**src/rtl/maxnet_engine.sv**
```systemverilog
// maxnet_engine: N-channel Maxnet winner-take-all engine.
// Loads N signed activations, clamps negatives to zero, then runs
// mutual-inhibition iterations with one shared multiplier until at
// most one channel is nonzero or MAX_ITER iterations have run.
// Optional build macro: MAXNET_ROUND_EN selects round-half-up on the
// inhibition shift (requires FRAC >= 1); otherwise the shift truncates.
module maxnet_engine #(
    parameter int N        = 4,
    parameter int W        = 32,
    parameter int FRAC     = 16,
    parameter int MAX_ITER = 255,
    localparam int IW      = $clog2(MAX_ITER + 1),
    localparam int NW      = $clog2(N)
) (
    input  logic              clk,
    input  logic              rst_n,
    input  logic              start,
    input  logic [N*W-1:0]    a_in,
    input  logic [W-1:0]      epsilon,
    output logic              busy,
    output logic              done,
    output logic [NW-1:0]     winner,
    output logic [W-1:0]      win_value,
    output logic [IW-1:0]     iter_count,
    output logic              timeout,
    output logic              none
);

    // Sum of N non-negative W-bit values cannot overflow SW bits.
    localparam int SW = W + $clog2(N);
    localparam int PW = W + SW;
    localparam int CW = $clog2(N + 1);

    typedef enum logic [2:0] {
        S_IDLE,
        S_SUM,
        S_UPDATE,
        S_CHECK,
        S_DONE
    } state_t;

    state_t state, state_nxt;

    logic [W-1:0]  a_reg [N];
    logic [W-1:0]  eps_r;
    logic [SW-1:0] acc;
    logic [NW-1:0] idx;
    logic [CW-1:0] nz_cnt;
    logic [W-1:0]  max_val;
    logic [NW-1:0] max_idx;

    logic          last_idx;
    logic [W-1:0]  cur_a;
    logic [SW-1:0] others;
    logic [PW-1:0] prod;
    logic [PW-1:0] inh;
    logic [W-1:0]  new_a;

    // Scale the epsilon product back to activation units.
    function automatic logic [PW-1:0] inh_shift(input logic [PW-1:0] p);
`ifdef MAXNET_ROUND_EN
        return (p + (PW'(1) << (FRAC - 1))) >> FRAC;
`else
        return p >> FRAC;
`endif
    endfunction

    // Shared inhibition datapath for the channel selected by idx.
    always_comb begin
        last_idx = (idx == NW'(N - 1));
        cur_a    = a_reg[idx];
        others   = acc - SW'(cur_a);
        prod     = PW'(eps_r) * PW'(others);
        inh      = inh_shift(prod);
        new_a    = (inh >= PW'(cur_a)) ? '0 : (cur_a - inh[W-1:0]);
    end

    // State register.
    always_ff @(posedge clk or negedge rst_n) begin
        if (!rst_n) state <= S_IDLE;
        else        state <= state_nxt;
    end

    // Next-state logic; the iteration limit is tested against the
    // pre-increment count so CHECK decides on the value it produces.
    always_comb begin
        state_nxt = state;
        case (state)
            S_IDLE:   if (start) state_nxt = S_SUM;
            S_SUM:    if (last_idx) state_nxt = S_UPDATE;
            S_UPDATE: if (last_idx) state_nxt = S_CHECK;
            S_CHECK:  if (nz_cnt <= CW'(1) || iter_count == IW'(MAX_ITER - 1))
                          state_nxt = S_DONE;
                      else
                          state_nxt = S_SUM;
            S_DONE:   state_nxt = S_IDLE;
            default:  state_nxt = S_IDLE;
        endcase
    end

    // Datapath, run bookkeeping and registered results.
    always_ff @(posedge clk or negedge rst_n) begin
        if (!rst_n) begin
            for (int i = 0; i < N; i++) a_reg[i] <= '0;
            eps_r      <= '0;
            acc        <= '0;
            idx        <= '0;
            nz_cnt     <= '0;
            max_val    <= '0;
            max_idx    <= '0;
            busy       <= 1'b0;
            done       <= 1'b0;
            winner     <= '0;
            win_value  <= '0;
            iter_count <= '0;
            timeout    <= 1'b0;
            none       <= 1'b0;
        end else begin
            done <= 1'b0;
            case (state)
                S_IDLE: begin
                    if (start) begin
                        eps_r <= epsilon;
                        for (int i = 0; i < N; i++)
                            a_reg[i] <= a_in[i*W + W - 1] ? '0 : a_in[i*W +: W];
                        iter_count <= '0;
                        acc        <= '0;
                        idx        <= '0;
                        busy       <= 1'b1;
                    end
                end
                S_SUM: begin
                    acc <= acc + SW'(cur_a);
                    idx <= last_idx ? '0 : idx + 1'b1;
                    if (last_idx) begin
                        nz_cnt  <= '0;
                        max_val <= '0;
                        max_idx <= '0;
                    end
                end
                S_UPDATE: begin
                    a_reg[idx] <= new_a;
                    if (new_a != '0) nz_cnt <= nz_cnt + 1'b1;
                    // Strict compare keeps the lowest index on ties.
                    if (new_a > max_val) begin
                        max_val <= new_a;
                        max_idx <= idx;
                    end
                    idx <= last_idx ? '0 : idx + 1'b1;
                end
                S_CHECK: begin
                    iter_count <= iter_count + 1'b1;
                    acc        <= '0;
                end
                S_DONE: begin
                    done      <= 1'b1;
                    busy      <= 1'b0;
                    none      <= (nz_cnt == '0);
                    timeout   <= (nz_cnt > CW'(1));
                    winner    <= (nz_cnt == '0) ? '0 : max_idx;
                    win_value <= (nz_cnt == '0) ? '0 : max_val;
                end
                default: ;
            endcase
        end
    end

endmodule
```
**config.mk**
```make
export PLATFORM = sky130hd
export DESIGN_NAME = maxnet_engine
export DESIGN_NICKNAME = d
export VERILOG_FILES = /design/src/rtl/maxnet_engine.sv
export SDC_FILE = /design/constraint.sdc
export NUM_CORES = 2
export LEC_CHECK = 0
export CAP_MARGIN = 20
export CORE_AREA = 8 8 355 357
export CTS_CLUSTER_DIAMETER = 40
export CTS_CLUSTER_SIZE = 25
export DETAILED_ROUTE_END_ITERATION = 10
export DIE_AREA = 0 0 363 365
export DONT_BUFFER_PORTS = 1
export MAX_ROUTING_LAYER = met4
export PLACE_DENSITY = 0.72
export REMOVE_ABC_BUFFERS = 1
export SLEW_MARGIN = 20
export SYNTH_ARGS = -nofsm -noshare
export SYNTH_HDL_FRONTEND = slang
export SYNTH_SLANG_ARGS = --single-unit
```
**constraint.sdc**
```tcl
create_clock -name clk -period 14.8 [get_ports clk]
set_input_delay 2.96 -clock clk [delete_from_list [all_inputs] [get_ports clk]]
set_output_delay 2.96 -clock clk [all_outputs]
set_load 0.01 [all_outputs]
```
==> results.toml <==
[die]
fp.dieH_um = 365
io_pins = 209
dieArea_mm2 = 0.132
fp.coreArea_mm2 = 0.121
rows = 128
die_x_um = 363
start_util = 0.446

[cells_and_area]
layout-drive-gt1-share = 0.182
fin_cells = 8166
n_fill_cell = 10400
largest_reg_flops = 128
final_cell_mix = "1,068 x inv_1, 949 x fa_1, 803 x nand2_1"
syn_to_final_growth_pct = 19.8
layout_commonest_cell = "inv_1"
num-nets-final = 8035

[cts]
cts-root-buf = "clkbuf_16"
cts_tree = "yes"
path_clk_slew_ns = 0.06
clockBufferDepth = 3
cts.sinks = 282
clock_latency_ns = 0.64
h-tree-depth = 2
cts_buffers = 55

[detailed_routing]
finalWirelength_um = 159000
dr_wl_met2_um = 75500
routedWlPerCell_um = 19.5
drt_first_iter_violations = 3213
dr.pass1.iters = 5
ant_nets = 0
wl_met1_um = 66700
wl_met3_um = 12000
viasPerCell = 5.39
vias = 44000
drc = 0
top_layer_used = "met4"

[logic_synthesis]
synth-seq-cells = 282
yosysWarningCount = 0
seq_area_frac_synth = 0.131
async_reset_ff_frac = 1.00
syn_avg_cell_area_um2 = 8.89
synth-edff-count = 0
synth_cells = 6057
synth.distinct_cells = 77
syn-cell-area_mm2 = 0.0538
synth_ff_type = "dfrtp_1"

[grt]
grt_pass1_vias = 47500
grt_use_total = 0.248
grt_pass1_wl_um = 258000
grt-ovfl-total = 0
antenna_found_initial = 9
grt_start_max_net_pins = 283

[critical_path]
arrival_ns = 15.80
worstSetupEndpointType = "flip-flop"
crit_top_cell = "fa_1"
critPathSlowestCell = "mux4_2"
startpoint_type = "flip-flop"
worstPathRequired_ns = 15.32
cp_max_fo = 8
max_stage_delay_ns = 0.56
crit_type = "flip-flop to flip-flop"

[timing]
maxSlewViolCount = 0
skew_ns = 0.0307
finalSetupViolCount = 34
min_period_ns = 15.28
worst_slew_pin_slew_ns = 1.05
final_hold_viol_count = 0
fin_crit_sh = 1.03
rsz0062_at_grt = "yes"
setup_ws_ns = -0.485
max_clock_freq_mhz = 65.4
worst_slew_margin_rel = 0.297

[status]
outcome = "finished, violations left"
violations = "negative setup slack"

[placement]
placed_cells = 7950
place_congestion = 0.925
dpl.hpwl_um = 129000
io_buffers = 0

[min_path]
hold_class = "flip-flop to flip-flop"

[run]
drv_cap = 0
[cell usage after synthesis (all sizes together) (56+ instances only)]
master / n / area (um^2)
o31ai: 56 / 425
nor2b: 65 / 407
dfrtp: 282 / 7060
ha: 430 / 5380
fa: 958 / 19200
clkbuf: 336 / 1260
a211oi: 132 / 1090
o21ai: 113 / 566
a21oi: 292 / 1470
and2: 474 / 2970
nand2: 830 / 3120
inv: 1104 / 4140
xnor2: 85 / 744
nor2: 261 / 980
[area by class of cell]
type	count	area, um^2	area share
clock inverter	43	597	0.00925
antenna	10	25.0	0.000388
clock buffer	61	1430	0.0222
sequential	282	7060	0.109
multi-input combinational	4308	43100	0.668
inverter	1105	4160	0.0644
timing repair buffer	732	6120	0.0949
tap	1625	2030	0.0315
[metal layers]
layer,GRT usage,up-vias
li1,-,19700
met1,0.321,22300
met2,0.403,1656
met3,0.0449,296
met4,0.0658,0
met5,-,-
[timing repair]
| action | 4_1_cts | 5_1_grt |
|---|---|---|
| setup buffers | 82 | 16 |
| gates cloned | 5 | 4 |
| setup endpoints to repair | 34 | 34 |
| hold buffers | 0 | 0 |
| pin swaps | 124 | 52 |
| gates resized for setup | 270 | 93 |
[kinds of logic (layout without fill, tap and decap cells)]
group | count (synthesis) | count (layout) | synth area share
mux | 47 | 47 | 0.0163
flops | 282 | 282 | 0.131
fa+ha+maj | 1388 | 1388 | 0.456
buf+inv | 1468 | 1941 | 0.102
xor+xnor | 125 | 126 | 0.0203
other cells | 0 | 10 | 0
simple gates | 1895 | 1895 | 0.169
compound gates | 852 | 852 | 0.105
[metrics by stage]
stage	worst slack (ns)	setup TNS (ns)	instance area, um^2	utilization	hold WS, ns
6_report	-0.485	-9.63	64500	0.535	0.484
5_1_grt	-1.11	-31.68	64500	0.535	0.511
4_1_cts	-0.0137	-0.0351	63900	0.530	0.488
3_5_place_dp	-1.45	-48.48	59700	0.495	0.476
3_3_place_gp	-1.07	-35.97	59700	0.495	0.462
2_1_floorplan	-4.50	-235.86	52500	-	0.449
[final timing paths]
| check | start | to | slack [ns] | cells after the start |
|---|---|---|---|---|
| max reg2reg | idx[0]$_DFFE_PN0P_ | max_idx[1]$_DFFE_PN0P_ | -0.48 | 76 |
| min reg2reg | eps_r[30]$_DFFE_PN0P_ | eps_r[30]$_DFFE_PN0P_ | 0.48 | 2 |
| min in group asynchronous | rst_n | nz_cnt[2]$_DFFE_PN0P_ | 2.03 | 0 |
| min | eps_r[30]$_DFFE_PN0P_ | eps_r[30]$_DFFE_PN0P_ | 0.48 | 2 |
| max in group asynchronous | rst_n | eps_r[1]$_DFFE_PN0P_ | 12.33 | 0 |
| max | idx[0]$_DFFE_PN0P_ | max_idx[1]$_DFFE_PN0P_ | -0.48 | 76 |
[critical path: cells and delay by family (launching register included)]
kind,cells,cell delay (ns)
fa+ha+maj,12,4.87
compound gates,28,4.85
buf+inv,21,2.59
simple gates,12,1.56
mux,1,0.56
flops,1,0.40
xor+xnor,2,0.31
Power is not shown: default switching activity piles up to over one toggle a cycle in this logic, so the estimate is an artifact.
